==> src/rtl/pipeline_hazard_ctrl.sv <==
// Sequencing and hazard controller for an NSTAGE in-order pipeline: stage advance,
// bubbles, branch flush, forwarding selects, imem/dmem requests and halt retirement.
module pipeline_hazard_ctrl #(
    parameter int unsigned  NSTAGE    = 5,
    parameter int unsigned  MEM_STAGE = 3,
    parameter int unsigned  REG_AW    = 5,
    parameter int unsigned  FWD       = 1,
    localparam int unsigned SW        = $clog2(NSTAGE)
) (
    input  logic              CLK,
    input  logic              nRST,
    input  logic              ihit,
    input  logic              dhit,
    input  logic [REG_AW-1:0] id_rs,
    input  logic [REG_AW-1:0] id_rt,
    input  logic              id_use_rs,
    input  logic              id_use_rt,
    input  logic [REG_AW-1:0] id_wsel,
    input  logic              id_regwr,
    input  logic              id_memread,
    input  logic              id_memwrite,
    input  logic              id_halt,
    input  logic              ex_branch_taken,
    output logic [NSTAGE-1:0] stage_valid,
    output logic [NSTAGE-1:0] adv,
    output logic [NSTAGE-1:0] bubble,
    output logic              imemREN,
    output logic              dmemREN,
    output logic              dmemWEN,
    output logic [SW-1:0]     fwd_rs_sel,
    output logic [SW-1:0]     fwd_rt_sel,
    output logic              halt
);

    localparam int unsigned LAST = NSTAGE - 1;

    typedef enum logic [1:0] {
        ST_RUN,
        ST_DRAIN,
        ST_HALTED
    } run_state_e;

    run_state_e state, state_nxt;

    // Per-stage tracking; stage 1 decode flags come straight from the id_* inputs
    logic [LAST:1]      v_q;
    logic [LAST:2]      regwr_q;
    logic [LAST:2]      hlt_q;
    logic [MEM_STAGE:2] memread_q;
    logic [MEM_STAGE:2] memwrite_q;
    logic [REG_AW-1:0]  wsel_q [2:LAST];
    logic [REG_AW-1:0]  ex_rs_q;
    logic [REG_AW-1:0]  ex_rt_q;

    logic mem_stall, flush, load_use, fetch_stall;
    logic lu_fwd, lu_nofwd, load_wait, retire, halt_leaves_id;

    function automatic logic src_hit(
        input logic              use_rs,
        input logic [REG_AW-1:0] rs,
        input logic              use_rt,
        input logic [REG_AW-1:0] rt,
        input logic [REG_AW-1:0] w
    );
        return (use_rs && (rs != '0) && (rs == w)) || (use_rt && (rt != '0) && (rt == w));
    endfunction

    // Hazard detection and stall priority
    always_comb begin
        mem_stall = v_q[MEM_STAGE] && (memread_q[MEM_STAGE] || memwrite_q[MEM_STAGE]) && !dhit;
        flush     = ex_branch_taken && v_q[2];

        lu_fwd = 1'b0;
        for (int s = 2; s < int'(MEM_STAGE); s++) begin
            if (v_q[s] && memread_q[s] && src_hit(id_use_rs, id_rs, id_use_rt, id_rt, wsel_q[s]))
                lu_fwd = 1'b1;
        end
        lu_nofwd = 1'b0;
        for (int s = 2; s < int'(LAST); s++) begin
            if (v_q[s] && regwr_q[s] && src_hit(id_use_rs, id_rs, id_use_rt, id_rt, wsel_q[s]))
                lu_nofwd = 1'b1;
        end
        load_use    = v_q[1] && ((FWD != 0) ? lu_fwd : lu_nofwd);
        fetch_stall = !ihit || (state != ST_RUN);

        adv    = '0;
        bubble = '0;
        if (nRST || mem_stall) begin
            adv = '0;
        end else if (flush) begin
            adv       = '1;
            bubble[1] = 1'b1;
            bubble[2] = 1'b1;
        end else if (load_use) begin
            adv       = '1;
            adv[1:0]  = 2'b00;
            bubble[2] = 1'b1;
        end else if (fetch_stall) begin
            adv       = '1;
            adv[0]    = 1'b0;
            bubble[1] = 1'b1;
        end else begin
            adv = '1;
        end
    end

    // Forwarding: the youngest (lowest-index) qualifying producer wins
    always_comb begin
        load_wait  = v_q[MEM_STAGE] && memread_q[MEM_STAGE] && !dhit;
        fwd_rs_sel = '0;
        fwd_rt_sel = '0;
        if ((FWD != 0) && !nRST) begin
            for (int s = int'(LAST); s >= 3; s--) begin
                if (v_q[s] && regwr_q[s] && !((s == int'(MEM_STAGE)) && load_wait)) begin
                    if ((ex_rs_q != '0) && (wsel_q[s] == ex_rs_q)) fwd_rs_sel = SW'(s);
                    if ((ex_rt_q != '0) && (wsel_q[s] == ex_rt_q)) fwd_rt_sel = SW'(s);
                end
            end
        end
    end

    assign stage_valid = {v_q, 1'b0};
    assign dmemREN     = v_q[MEM_STAGE] && memread_q[MEM_STAGE];
    assign dmemWEN     = v_q[MEM_STAGE] && memwrite_q[MEM_STAGE] && !memread_q[MEM_STAGE];
    assign imemREN     = (state == ST_RUN);
    assign halt        = (state == ST_HALTED);

    assign retire         = v_q[LAST] && hlt_q[LAST];
    assign halt_leaves_id = v_q[1] && id_halt && adv[2] && !bubble[2];

    // Run/drain/halted sequencing
    always_comb begin
        state_nxt = state;
        unique case (state)
            ST_RUN: begin
                if (retire)              state_nxt = ST_HALTED;
                else if (halt_leaves_id) state_nxt = ST_DRAIN;
            end
            ST_DRAIN: begin
                if (retire) state_nxt = ST_HALTED;
            end
            ST_HALTED: state_nxt = ST_HALTED;
            default:   state_nxt = ST_RUN;
        endcase
    end

    always_ff @(posedge CLK) begin
        if (nRST) state <= ST_RUN;
        else      state <= state_nxt;
    end

    // Stage shift: entry i-1 moves to i on adv[i]; a bubble clears the valid bit
    always_ff @(posedge CLK) begin
        if (nRST) begin
            v_q        <= '0;
            regwr_q    <= '0;
            hlt_q      <= '0;
            memread_q  <= '0;
            memwrite_q <= '0;
            ex_rs_q    <= '0;
            ex_rt_q    <= '0;
            for (int i = 2; i <= int'(LAST); i++) wsel_q[i] <= '0;
        end else begin
            if (adv[1]) v_q[1] <= !bubble[1];
            for (int i = 2; i <= int'(LAST); i++) begin
                if (adv[i]) v_q[i] <= v_q[i-1] && !bubble[i];
            end
            if (adv[2]) begin
                regwr_q[2]    <= id_regwr;
                hlt_q[2]      <= id_halt;
                memread_q[2]  <= id_memread;
                memwrite_q[2] <= id_memwrite;
                wsel_q[2]     <= id_wsel;
                ex_rs_q       <= (v_q[1] && !bubble[2]) ? id_rs : '0;
                ex_rt_q       <= (v_q[1] && !bubble[2]) ? id_rt : '0;
            end
            for (int i = 3; i <= int'(LAST); i++) begin
                if (adv[i]) begin
                    regwr_q[i] <= regwr_q[i-1];
                    hlt_q[i]   <= hlt_q[i-1];
                    wsel_q[i]  <= wsel_q[i-1];
                end
            end
            for (int i = 3; i <= int'(MEM_STAGE); i++) begin
                if (adv[i]) begin
                    memread_q[i]  <= memread_q[i-1];
                    memwrite_q[i] <= memwrite_q[i-1];
                end
            end
        end
    end

endmodule

==> config.mk <==
export PLATFORM = sky130hd
export DESIGN_NAME = pipeline_hazard_ctrl
export DESIGN_NICKNAME = d
export VERILOG_FILES = /design/src/rtl/pipeline_hazard_ctrl.sv
export SDC_FILE = /design/constraint.sdc
export NUM_CORES = 1
export LEC_CHECK = 0
export ABC_AREA = 1
export CAP_MARGIN = 20
export CORE_AREA = 3 3 64 81
export DETAILED_ROUTE_END_ITERATION = 10
export DIE_AREA = 0 0 67 84
export PLACE_DENSITY = 0.78
export SLEW_MARGIN = 20
export SYNTH_ARGS = -nofsm -noshare
export SYNTH_HDL_FRONTEND = slang
export SYNTH_SLANG_ARGS = --single-unit
==> constraint.sdc <==
create_clock -name CLK -period 1.9 [get_ports CLK]
set_input_delay 0.38 -clock CLK [delete_from_list [all_inputs] [get_ports CLK]]
set_output_delay 0.38 -clock CLK [all_outputs]
set_load 0.05 [all_outputs]
## Word-level counts from Yosys, hierarchy flattened

Memories as Yosys holds them, arrays and structs flattened.
Index checks and enable logic that the tools add are counted.
W data, S select, Z words.

- Bits in registers: 26
- Word-level logic and storage cells: 114
- Bits of input ports: 26
- RAM bits: 15
- Memories: 1
- Output and inout bits: 25

- Bitwise logic cells: 3
- Reductions and logical operators: 43
- Eq/ne operators: 10
- Muxes and demuxes: 40

Memory list:

| name | words | width | read ports | clocked after Yosys merged registers in | write ports | line | source |
|---|---|---|---|---|---|---|---|
| wsel_q | 3 | 5 | 3 | 0 | 3 | 51 | `logic [REG_AW-1:0] wsel_q [2:LAST];` |

Operator list:

| kind | number |
|---|---|
| $mux W5 | 7 |
| $eq A5 B5 Y1 | 6 |
| $mux W3 | 10 |
| $logic_and A1 B1 Y1 | 26 |
| $reduce_bool A5 Y1 | 4 |
| $mux W1 | 16 |
| $mux W2 | 6 |
| $logic_not A1 Y1 | 6 |
| $pmux W2 S3 | 1 |
| $logic_or A1 B1 Y1 | 4 |
| $ne A3 B1 Y1 const B | 1 |
| $or A1 B1 Y1 | 3 |
| $eq A2 B1 Y1 const B | 1 |
| $eq A2 B2 Y1 const B | 1 |
| $logic_not A2 Y1 | 1 |
| $ne A2 B2 Y1 const B | 1 |
| $reduce_and A2 Y1 | 1 |
| $reduce_bool A2 Y1 | 1 |

## Longest topological paths before layout

- Word-level depth: 15
- Gate-level depth with buffers: 13
- Depth with buffers taken out: 13

## Worst setup path after synthesis

Ideal clock, no wire load.

- Path kind: register to output
- Start point: reg v_q[4] (netlist name)
- End point: out fwd_rt_sel[2]
- Slack: -1.006 ns
- Arrival time: 2.526 ns
- Stages on the path, launching flop included: 5
- Buffers on the path: 0
- Data required time: 1.520 ns
- Path through: dfxtp_1 -> nand2_1 -> nor3_1 -> nand3_1 -> nor4_1

- Longest elaborated chain between the ends: 5

RTL lines:

| element | line | source |
|---|---|---|
| from (decl) | 46 | `logic [LAST:1] v_q;` |
| from (signal, indexed assignment) | 166 | `if (adv[i]) v_q[i] <= v_q[i-1] && !bubble[i];` |
| $logic_and A1 B1 Y1 (*) | 114 | `if (v_q[s] && regwr_q[s] && !((s == int'(MEM_STAGE)) && load_wait)) begin` |
| $mux W3 (*) | 114 |  |
| $mux W3 | 116 | `if ((ex_rt_q != '0) && (wsel_q[s] == ex_rt_q)) fwd_rt_sel = SW'(s);` |
| $mux W3 (*) | 114 |  |
| $mux W3 (*) | 112 | `if ((FWD != 0) && !nRST) begin` |
| to (decl) | 31 | `output logic [SW-1:0] fwd_rt_sel,` |

Mark *: on every way between the ends. The rest lies on a longest branch, timed or not.

==> run metrics <==
Post-route DRC=0; CP required=1.52 ns; Syn Inst Count=304; Synth Area per Inst=7.38 sq um; clock tree buffer depth=2; Slew @ Worst Pin=0.499 ns; clk root buf=clkbuf_8; Yosys reg bits=41; clk sinks=41; CTS tree=done; Diodes inserted=0; 1st-iter DRT viols=60; CP Launch Point=wsel_q[2][0]; multiplexer area fraction after synthesis=0; GRT Overall Usage=0.209; CP max FO=4; largest family of logic cells by synthesized area=simple AND/OR/NAND/NOR gates; Fillers=339; routed vias=2,206; Synth top area share=0.232; PortBufs=46; met2 routed WL=3.06 mm; min Tclk post-route=2.13 ns; post-synth cell types=30; Die W=67 um; initial core utilization=0.503; Main synth FF type=dfxtp_1; YS warnings=0; Crit path largest cell delay=0.45 ns; Final Hold Viols=0; Post-Synth Adder-Cell Area=0.0223; row cnt=27; pin count of the biggest net entering global routing=17; grt total ovfl=0; Finished Layout Cells=436; number of global-route vias before repair=2,069; Net Sw Power=772 uW; # setup viols final=12; synthesis-to-finish area growth=49.9%; crit-path cells=nand2_1, nand2_1, nor2_1, nand4_1, nand2_2, nand3_2, nand2_4, inv_6, nand2_4, clkinvlp_4, buf_8; Post-Synth Simple-Gate Area=0.274; Slowest-stage cell, CP=edfxtp_1; Reg2Reg Launch Point=v_q[3]; highest-count cells in the layout ignoring fill and taps=67 x nand2_1, 45 x inv_1, 32 x buf_4, 30 x nor2_1, 19 x dfxtp_1; final core utilization=0.754; most common cell after layout, fill and taps aside=nand2_1; switching share of power=0.321; layout cells sized above 1=0.275; Synth Cell Area=2240 sq um; hold_buf cts=0; H-tree depth=2; Seq pwr share=0.421; Rel. slew slack=0.666; skew final=0.00597 ns; Slew Limit Fails=0; synth top area cells=dfxtp_1 23%, edfxtp_1 20%, nand2_1 13%, inv_1 8.9%, nor2_1 5.5%; Worst-path clk slew=0.07 ns; antenna viol nets, final=0; IO Count=51; Cell Int Power=1630 uW; first-pass GRT wire length=9.02 mm; crit path launch type=flop; worst min path class=input pin to flop; routed wire length=5.57 mm; Routed met1 length=2.08 mm; GPL Wtd Cong=0.956; top routing layer in use=met4; leak pwr=0.00163 uW; number of enable flip-flop cells after synthesis=15; Synth area leader=dfxtp_1; CTS buffer count=5; Placed Cells=421; Vias/cell=5.06; share of power burned in the clock network=0.281; DR pass1 iterations=4; failing checks=negative setup slack; sequential share of the synthesized area=0.433; initial antenna violation count=0; worst skew pair latency=0.29 ns; family with the most delay on the worst path=simple AND/OR/NAND/NOR gates; met3 wire len=303 um; Comb power frac=0.298; Die Y-Extent=84 um; CP arrival=1.75 ns; Max Freq=470 MHz; Final Net Count=407; worst vdd ir=905 uV; die area=5630 sq um; post-synthesis compound-gate area fraction=0.0870; PD cells=715 nW/um^2; core footprint=4460 sq um; RSZ-0062 raised after global routing=yes; MaxCap Viol Count=0; Synth Area in XOR/XNOR=0.0468; Async SR Flop Fraction=0; outcome=finished, violations left; Hold Path Origin=id_rt[0]; final worst-path cycle share=1.12; critical path class=flop to output pin; per-cell routed wire length=12.8 um; CP bufs+invs=3; dpl hpwl=4.11 mm; CP endpoint kind=output pin; PnR worst setup slack=-0.227 ns
## worst paths after layout
path,endpoint,slack (ns),cells after the start
worst min-delay path,ex_rt_q[0],0.47,3
worst min register to register,hlt_q[3],0.48,2
worst max-delay path,bubble[1],-0.23,11
worst max register to register,state[1],0.22,11
## stage by stage
stage / hold WS [ns] / setup TNS (ns) / cell area [sq um] / total power, uW / setup slack, ns
6_report: 0.468 / -1.93 / 3360 / 2400 / -0.227
5_1_grt: 0.475 / -3.38 / 3360 / 2540 / -0.385
4_1_cts: 0.459 / -1.98 / 3270 / 2390 / -0.253
3_5_place_dp: 0.468 / -8.19 / 3040 / 1690 / -0.445
3_3_place_gp: 0.458 / -7.22 / 3040 / 1680 / -0.420
2_1_floorplan: 0.444 / -0.217 / 2380 / 1470 / -0.169
## power by group through the flow
stage	clock network, uW	logic, uW	registers (uW)
4_1_cts	689	692	1010
6_report	675	716	1010
5_1_grt	738	778	1020
3_5_place_dp	0	661	1030
3_3_place_gp	0	653	1030
2_1_floorplan	0	431	1040
## cell families after synthesis
group | Yosys count
buffers and inverters | 69
adders and majority gates | 4
other | 1
and+or+nand+nor | 142
xor gates and xnor gates | 12
AOI/OAI and AO/OA | 35
DFF | 41
## cell type report
cell class	count	area (sq um)	share of cell area
Timing Repair Buffer	77	811	0.241
Sequential cell	41	982	0.292
Tap cell	58	72.6	0.0216
Clock inverter	1	6.26	0.00186
Clock buffer	7	108	0.0320
Inverter	55	228	0.0677
Multi-Input combinational cell	197	1150	0.344
## timing repair
action / 4_1_cts / 5_1_grt
setup endpoints to repair: 13 / 13
gates resized for setup: 49 / 16
buffers inserted: 3 / 4
pin swaps: 17 / 9
## cell usage after synthesis, types with 2 or more instances
master,instances
a21oi_1,8
buf_2,3
buf_4,8
clkbuf_1,2
dfxtp_1,26
edfxtp_1,15
ha_1,4
inv_1,53
nand2_1,76
nand2_4,2
nand3_1,15
nand4_1,5
nor2_1,33
nor3_1,4
nor4_1,4
o21ai_0,15
o21ai_1,2
o22ai_1,7
xnor2_1,7
xor2_1,5
## worst min-delay path, stage by stage
cell	delay, ns
dlygate4sd2_1	0.24
nand2_1	0.06
nand2_1	0.05
## routing by layer
layer | global-route usage | up-vias
met5 | 0 | -
met1 | 0.236 | 1022
met3 | 0.0472 | 10
met2 | 0.360 | 79
li1 | - | 1095
met4 | 0.0959 | 0
## registers in the layout (all words and copies together), names as in the netlist
register / cells
wsel_q: 15
ex_rs_q: 5
ex_rt_q: 5
v_q: 4
hlt_q: 3
regwr_q: 3
memread_q: 2
memwrite_q: 2
state: 2
Power figures use the tool's default switching activity.
